### config.mk
export PLATFORM = sky130hd
export DESIGN_NAME = des_dkey_sched
export DESIGN_NICKNAME = d
export VERILOG_FILES = /design/src/rtl/des_dkey_sched.sv
export SDC_FILE = /design/constraint.sdc
export NUM_CORES = 1
export LEC_CHECK = 0
export ABC_CLOCK_PERIOD_IN_PS = 1800
export CAP_MARGIN = 0
export CORE_UTILIZATION = 35
export CTS_CLUSTER_SIZE = 16
export DETAILED_ROUTE_END_ITERATION = 12
export PLACE_DENSITY = 0.71
export SYNTH_ARGS = -nofsm -noshare
export SYNTH_HDL_FRONTEND = slang
export SYNTH_SLANG_ARGS = --single-unit
### constraint.sdc
create_clock -name clk -period 1.8 [get_ports clk]
set_input_delay 0.45 -clock clk [delete_from_list [all_inputs] [get_ports clk]]
set_output_delay 0.45 -clock clk [all_outputs]
set_load 0.05 [all_outputs]
### src/rtl/des_dkey_sched.sv
// des_dkey_sched: iterative DES key scheduler, decryption order (K16 first, K1 last).
//
// A 64-bit key is accepted on a valid/ready handshake and loaded through PC-1 into the
// 28-bit C/D halves. In RUN, the block presents one PC-2 subkey per cycle. After each
// accepted subkey it rotates C/D right, which walks the schedule backwards from K16 to K1.
//
// Ports:
//   clk           single clock, rising edge
//   rst_n         asynchronous active-low reset
//   flush         synchronous abort back to IDLE (round cleared, C/D untouched)
//   key_in        DES key, key_in[63] = FIPS bit 1; parity bits ignored
//   key_valid     key_in valid
//   key_ready     scheduler idle and able to take a key
//   subkey        PC-2 of current C/D, subkey[47] = PC-2 bit 1
//   subkey_valid  subkey valid (RUN)
//   subkey_ready  consumer takes subkey this cycle
//   round         index of presented subkey (0 -> K16 ... 15 -> K1)
//   last          subkey_valid and round == 15
//
// Optional feature, macro DES_DKEY_ENC_MODE_EN:
//   adds input 'decrypt'. It is sampled on key acceptance into a mode register (reset 1).
//   With decrypt = 0 the stream is in encryption order (K1 first), built with left rotations.

module des_dkey_sched (
  input  logic        clk,
  input  logic        rst_n,
  input  logic        flush,
  input  logic [63:0] key_in,
  input  logic        key_valid,
  output logic        key_ready,
  output logic [47:0] subkey,
  output logic        subkey_valid,
  input  logic        subkey_ready,
  output logic [3:0]  round,
  output logic        last
`ifdef DES_DKEY_ENC_MODE_EN
  ,
  input  logic        decrypt
`endif
);

  // FIPS 46-3 tables, entries are 1-based FIPS bit numbers (bit 1 = MSB).
  localparam int unsigned Pc1Tab [56] = '{
    57, 49, 41, 33, 25, 17,  9,  1, 58, 50, 42, 34, 26, 18,
    10,  2, 59, 51, 43, 35, 27, 19, 11,  3, 60, 52, 44, 36,
    63, 55, 47, 39, 31, 23, 15,  7, 62, 54, 46, 38, 30, 22,
    14,  6, 61, 53, 45, 37, 29, 21, 13,  5, 28, 20, 12,  4
  };

  localparam int unsigned Pc2Tab [48] = '{
    14, 17, 11, 24,  1,  5,  3, 28, 15,  6, 21, 10,
    23, 19, 12,  4, 26,  8, 16,  7, 27, 20, 13,  2,
    41, 52, 31, 37, 47, 55, 30, 40, 51, 45, 33, 48,
    44, 49, 39, 56, 34, 53, 46, 42, 50, 36, 29, 32
  };

  typedef enum logic [0:0] {
    StIdle = 1'b0,
    StRun  = 1'b1
  } state_e;

  // PC-1: 64-bit key -> 56-bit {C,D}, output bit 1 lands at r[55].
  function automatic logic [55:0] pc1(input logic [63:0] k);
    logic [55:0] r;
    r = '0;
    for (int i = 0; i < 56; i++) begin
      r[6'(55 - i)] = k[6'(64 - Pc1Tab[i])];
    end
    return r;
  endfunction

  // PC-2: 56-bit {C,D} -> 48-bit subkey, output bit 1 lands at r[47].
  function automatic logic [47:0] pc2(input logic [55:0] cd);
    logic [47:0] r;
    r = '0;
    for (int i = 0; i < 48; i++) begin
      r[6'(47 - i)] = cd[6'(56 - Pc2Tab[i])];
    end
    return r;
  endfunction

  // Right rotate within a half: FIPS bit 28 (LSB) wraps to bit 1 (MSB).
  function automatic logic [27:0] rotr28(input logic [27:0] x, input logic single);
    return single ? {x[0], x[27:1]} : {x[1:0], x[27:2]};
  endfunction

  function automatic logic [27:0] rotl28(input logic [27:0] x, input logic single);
    return single ? {x[26:0], x[27]} : {x[25:0], x[27:26]};
  endfunction

  state_e      state_q, state_d;
  logic [27:0] c_q, c_d;
  logic [27:0] d_q, d_d;
  logic [3:0]  round_q, round_d;
  logic [55:0] cd_load;
  logic        single_step;

  // Parity bits never feed PC-1; keep them visibly sunk.
  logic unused_parity;
  assign unused_parity = ^{key_in[56], key_in[48], key_in[40], key_in[32],
                           key_in[24], key_in[16], key_in[8],  key_in[0]};

  assign cd_load = pc1(key_in);

  // Decrypt steps use amt(round+1), encrypt steps use shift(round+2). Both single-bit
  // positions fall on round 0, 7 and 14, so one decode serves both directions.
  assign single_step = (round_q == 4'd0) || (round_q == 4'd7) || (round_q == 4'd14);

`ifdef DES_DKEY_ENC_MODE_EN
  logic mode_q, mode_d;

  always_ff @(posedge clk or negedge rst_n) begin
    if (!rst_n) begin
      mode_q <= 1'b1;
    end else begin
      mode_q <= mode_d;
    end
  end
`endif

  always_ff @(posedge clk or negedge rst_n) begin
    if (!rst_n) begin
      state_q <= StIdle;
      c_q     <= '0;
      d_q     <= '0;
      round_q <= '0;
    end else begin
      state_q <= state_d;
      c_q     <= c_d;
      d_q     <= d_d;
      round_q <= round_d;
    end
  end

  always_comb begin
    state_d = state_q;
    c_d     = c_q;
    d_d     = d_q;
    round_d = round_q;
`ifdef DES_DKEY_ENC_MODE_EN
    mode_d  = mode_q;
`endif

    if (flush) begin
      // Any handshake this cycle is dropped; C/D keep their contents.
      state_d = StIdle;
      round_d = '0;
    end else begin
      unique case (state_q)
        StIdle: begin
          if (key_valid) begin
            c_d     = cd_load[55:28];
            d_d     = cd_load[27:0];
            round_d = '0;
            state_d = StRun;
`ifdef DES_DKEY_ENC_MODE_EN
            mode_d  = decrypt;
            if (!decrypt) begin
              // Encryption starts at K1, i.e. one left shift past PC-1.
              c_d = rotl28(cd_load[55:28], 1'b1);
              d_d = rotl28(cd_load[27:0], 1'b1);
            end
`endif
          end
        end

        StRun: begin
          if (subkey_ready) begin
            if (round_q == 4'd15) begin
              state_d = StIdle;
            end else begin
              round_d = round_q + 4'd1;
`ifdef DES_DKEY_ENC_MODE_EN
              if (mode_q) begin
                c_d = rotr28(c_q, single_step);
                d_d = rotr28(d_q, single_step);
              end else begin
                c_d = rotl28(c_q, single_step);
                d_d = rotl28(d_q, single_step);
              end
`else
              c_d = rotr28(c_q, single_step);
              d_d = rotr28(d_q, single_step);
`endif
            end
          end
        end

        default: begin
          state_d = StIdle;
        end
      endcase
    end
  end

  // Outputs come from registered state only; subkey is stable while stalled.
  assign key_ready    = (state_q == StIdle);
  assign subkey_valid = (state_q == StRun);
  assign subkey       = pc2({c_q, d_q});
  assign round        = round_q;
  assign last         = (state_q == StRun) && (round_q == 4'd15);

endmodule

Yosys cells after proc, flatten, opt, wreduce, memory -nomap -nowiden

Index checks and enable logic that the tools add are counted.

Flip-flop bits (word level): 61
Bits of input ports: 69
Logic and storage cells: 42

Add/sub/neg operators: 1
Equal/unequal tests: 9
Muxes and demuxes: 20
Bitwise operators: 2
Reductions and logical operators: 6

Operators with widths:

| operator              | count |
|---|---|
| $mux W28              | 8 |
| $pmux W28 S2          | 2 |
| $mux W4               | 4 |
| $ne A3 B3 Y1 const B  | 3 |
| $eq A4 B4 Y1 const B  | 2 |
| $pmux W4 S2           | 1 |
| $ne A2 B2 Y1 const B  | 3 |
| $add A4 B1 Y4 const B | 1 |
| $eq A4 B3 Y1 const B  | 1 |
| $logic_not A4 Y1      | 1 |
| $mux W1               | 4 |
| $reduce_and A4 Y1     | 1 |
| $reduce_and A3 Y1     | 1 |
| $logic_or A1 B1 Y1    | 2 |
| $not A1 Y1            | 2 |
| $pmux W1 S2           | 1 |
| $logic_and A1 B1 Y1   | 1 |

Longest topological paths before layout

Depth in word-level cells: 7
Mapped depth: 8

Worst setup path before layout

No wires, ideal clock.

Path kind: register -> register
Start point: reg round_q[1] (netlist: round[1])
End point: reg d_q[0]
Arrival: 2.177 ns
Data required time: 1.665 ns
Path slack: -0.512 ns
Stages on the path, launching flop included: 8
Buffers on the path: 1
Cells stage by stage: dfrtp_1 > ha_1 > nand4_1 > inv_1 > nor3b_4 > nand2_1 > clkbuf_1 > o211ai_1

Cells in the longest elaborated chain, start to end: 7
Elaborated cells between the ends (all ways): 12

RTL lines:

| what                                                    | RTL line | source |
|---|---|---|
| start, declared                                         | 94       | `logic [3:0] round_q, round_d;` |
| start signal, assigned                                  | 131      | `round_q <= round_d;` |
| $eq A4 B3 Y1 / $logic_not A4 Y1 (equally long branches) | 107      | `assign single_step = (round_q == 4'd0) \|\| (round_q == 4'd7) \|\| (round_q == 4'd14);` |
| $logic_or A1 B1 Y1 (2 in a row)                         | 107      |  |
| $mux W28                                                | 84       | `return single ? {x[0], x[27:1]} : {x[1:0], x[27:2]};` |
| $mux W28                                                | 169      | `if (round_q == 4'd15) begin` |
| $mux W28                                                | 168      | `if (subkey_ready) begin` |
| $pmux W28 S2                                            | 149      | `unique case (state_q)` |
| end signal, assigned                                    | 125      | `d_q <= '0;` |
| end signal, assigned                                    | 130      | `d_q <= d_d;` |
| end, declared                                           | 93       | `logic [27:0] d_q, d_d;` |

Several ways; a longest one is shown, not always the timed one. The select of a mux whose other input is x is not followed.
A chain may end at the register's enable or synchronous reset.

Worst setup path after layout

Start point: reg round_q[0] (netlist: round[0])
End point: out last

Cells in the longest elaborated chain, start to end: 2

RTL lines:

| what                | RTL line | source |
|---|---|---|
| $eq A4 B4 Y1        | 201      | `assign last = (state_q == StRun) && (round_q == 4'd15);` |
| $logic_and A1 B1 Y1 | 201      |  |
| end, declared       | 35       | `output logic last` |

Every way passes these cells.

==> qor.yml <==
yosys.area.top_type: "dfrtp_1"
slew_violations: 0
finish.utilization_pct: 50.7
grt_start_max_net_pins: 34
synth_edf_count: 0
yosysSeqAreaShare_pct: 38.2
grt_pass1_vias: 3507
core_area_sq_um: 11000
setup_violations: 58
skew_ns: 0.00527
clk_latency_ns: 0.33
regToRegSetupSlack_ns: -0.11
antenna_found_initial: 0
seq_area_sq_um: 1530
synth.most_common_cell: "nand2_1"
crit_end: "last"
async_flop_share_pct: 100
synth_top_area_share_pct: 38.2
fp.dieH_um: 109
period_needed_ns: 1.96
synth_area_sq_um: 4000
multi_input_area_sq_um: 2190
cap_violations: 0
p_leak_nw: 2.29
cts_inserted_buffers: 9
cp_max_fo: 3
fmax_mhz: 511
vias: 3467
final_layout_size_suffix_gt1_share_pct: 25.9
layout.nets: 570
antennaDiodeCount: 0
yosys_warnings: 0
powerDensity_nw_per_um2: 931
cts.sinks: 61
critPathKind: "reg -> out"
hpwl_mm: 6.62
die-area_sq_um: 11900
routed_wl_mm: 10.4
synth-seq-cells: 61
finalCritPeriodShare_pct: 109
hp-class: "in -> async"
cts_buffer_depth: 2
ir_drop_v: 0.000618
clk_pin_slew_ns: 0.05
ff2ff_path_depth: 9
viasPerCell: 5.40
grt_pass1_wl_mm: 16.9
drt_pass1_iterations: 4
critPathCaptureType: "output pin"
hold_violations: 0
gp_congestion: 0.806
critPathLaunchType: "register"
status: "finished, violations left"
synth-main-ff-cell: "dfrtp_1"
cts_root_buf: "clkbuf_16"
violations: "negative setup slack"
cts_hold_buf: 0
rows: 38
cts_max_level: 3
yosysUniqueCellTypes: 30
synthCells: 446
drtIter0Drc: 251
synthTopCellsByArea: "dfrtp_1, mux2i_1, buf_4"
io_pins: 124
route.detailed.drc: 0
area_growth_pct: 39.2
grt_remaining_overflow: 0
antenna_left: 0
reg2reg_from: "round[0]"
crit_start: "round[0]"
required_ns: 1.35
cts_tree: "built"
die_x_um: 109
grt_util_all_layers_pct: 18.3
start_util_pct: 36.4
worstPathArrival_ns: 1.51
fillers: 970
synth_area_per_cell_sq_um: 8.97
holdWs_ns: 0.149
port_buffers: 75
rsz0062_at_grt: "yes"
timing.final.ws_setup_ns: -0.158
r2r-end: "c_q[3]"
setup_tns_ns: -4.44
avgRoutedWirePerCell_um: 16.3
synth_common_cells: "nand2_1, dfrtp_1, mux2i_1"
registers in the layout, summed over array words and instances (netlist names):
name          flops
c_q              28
d_q              28
round             4
subkey_valid      1
routing by layer:
metal | vias up | wire length, um | track usage, %
li1 | 1671 | - | -
met1 | 1677 | 4500 | 22.2
met2 | 102 | 5250 | 31.9
met3 | 17 | 530 | 3.77
met4 | 0 | 167 | 6.56
met5 | - | 0 | 0
area by class of cell:
cell class              count  area share, %
multi-input cells         311           39.4
flip-flops and latches     61           27.5
repair buffers            110           24.3
clock buffers              14           4.74
well taps                 140           3.15
clock inverters             1          0.539
inverters                   5          0.404
worst max-delay path: stages, from the launching register on:
cell	delay [ns]
dfrtp_2	0.43
ha_4	0.17
nand4_1	0.16
clkinvlp_4	0.15
buf_6	0.13
buf_12	0.13
timing repair:
action,in CTS,in global routing
resized for setup,35,10
endpoints found under the setup margin,43,58
pin swaps,5,5
setup buffers,6,0
cloned,2,2
per-stage QoR:
step	area, sq um	total power [mW]	instances	setup WS [ns]
6_report	5570	5.18	642	-0.158
5_1_grt	5570	5.39	642	-0.202
4_1_cts	5470	5.19	640	-0.154
3_5_place_dp	4890	3.30	617	-0.176
3_3_place_gp	4890	3.28	617	-0.140
2_1_floorplan	4090	2.86	461	-0.387
cells by family after synthesis:
group | Yosys count | share of synthesized area (%)
AND/OR/NAND/NOR | 136 | 14.7
flip-flops | 61 | 38.2
adder cells (fa/ha/maj) | 3 | 0.938
AO/OA/AOI/OAI | 99 | 17.7
buffers and inverters | 89 | 14.0
other | 1 | 0.0937
multiplexers | 57 | 14.4
cell usage in the layout, fill, tap and decap left out, drive strengths merged, types with 16 or more instances in the layout:
master and n:
nand3 34, conb 16, buf 73, clkdlybuf4s50 35
o21ai 30, nand2 91, a221oi 32, clkbuf 16
dfrtp 61, mux2i 56, o211ai 32
worst min path at each step:
stage | slack (ns) | to | cells after the start | from
after floorplan | 0.15 | c_q[0] | 0 | rst_n
after global placement | 0.49 | c_q[27] | 2 | c_q[27]
after detailed placement | 0.50 | d_q[26] | 2 | rst_n
after CTS | 0.15 | d_q[24] | 2 | rst_n
after global routing | 0.19 | d_q[24] | 2 | rst_n
final | 0.15 | d_q[26] | 2 | rst_n
power by group:
part / switching, mW / total (mW) / internal [mW]
sequential: 0.279 / 1.81 / 1.53
combinational: 0.941 / 1.66 / 0.718
clock: 0.578 / 1.72 / 1.14
No activity file was read; power rests on OpenSTA's default activity.
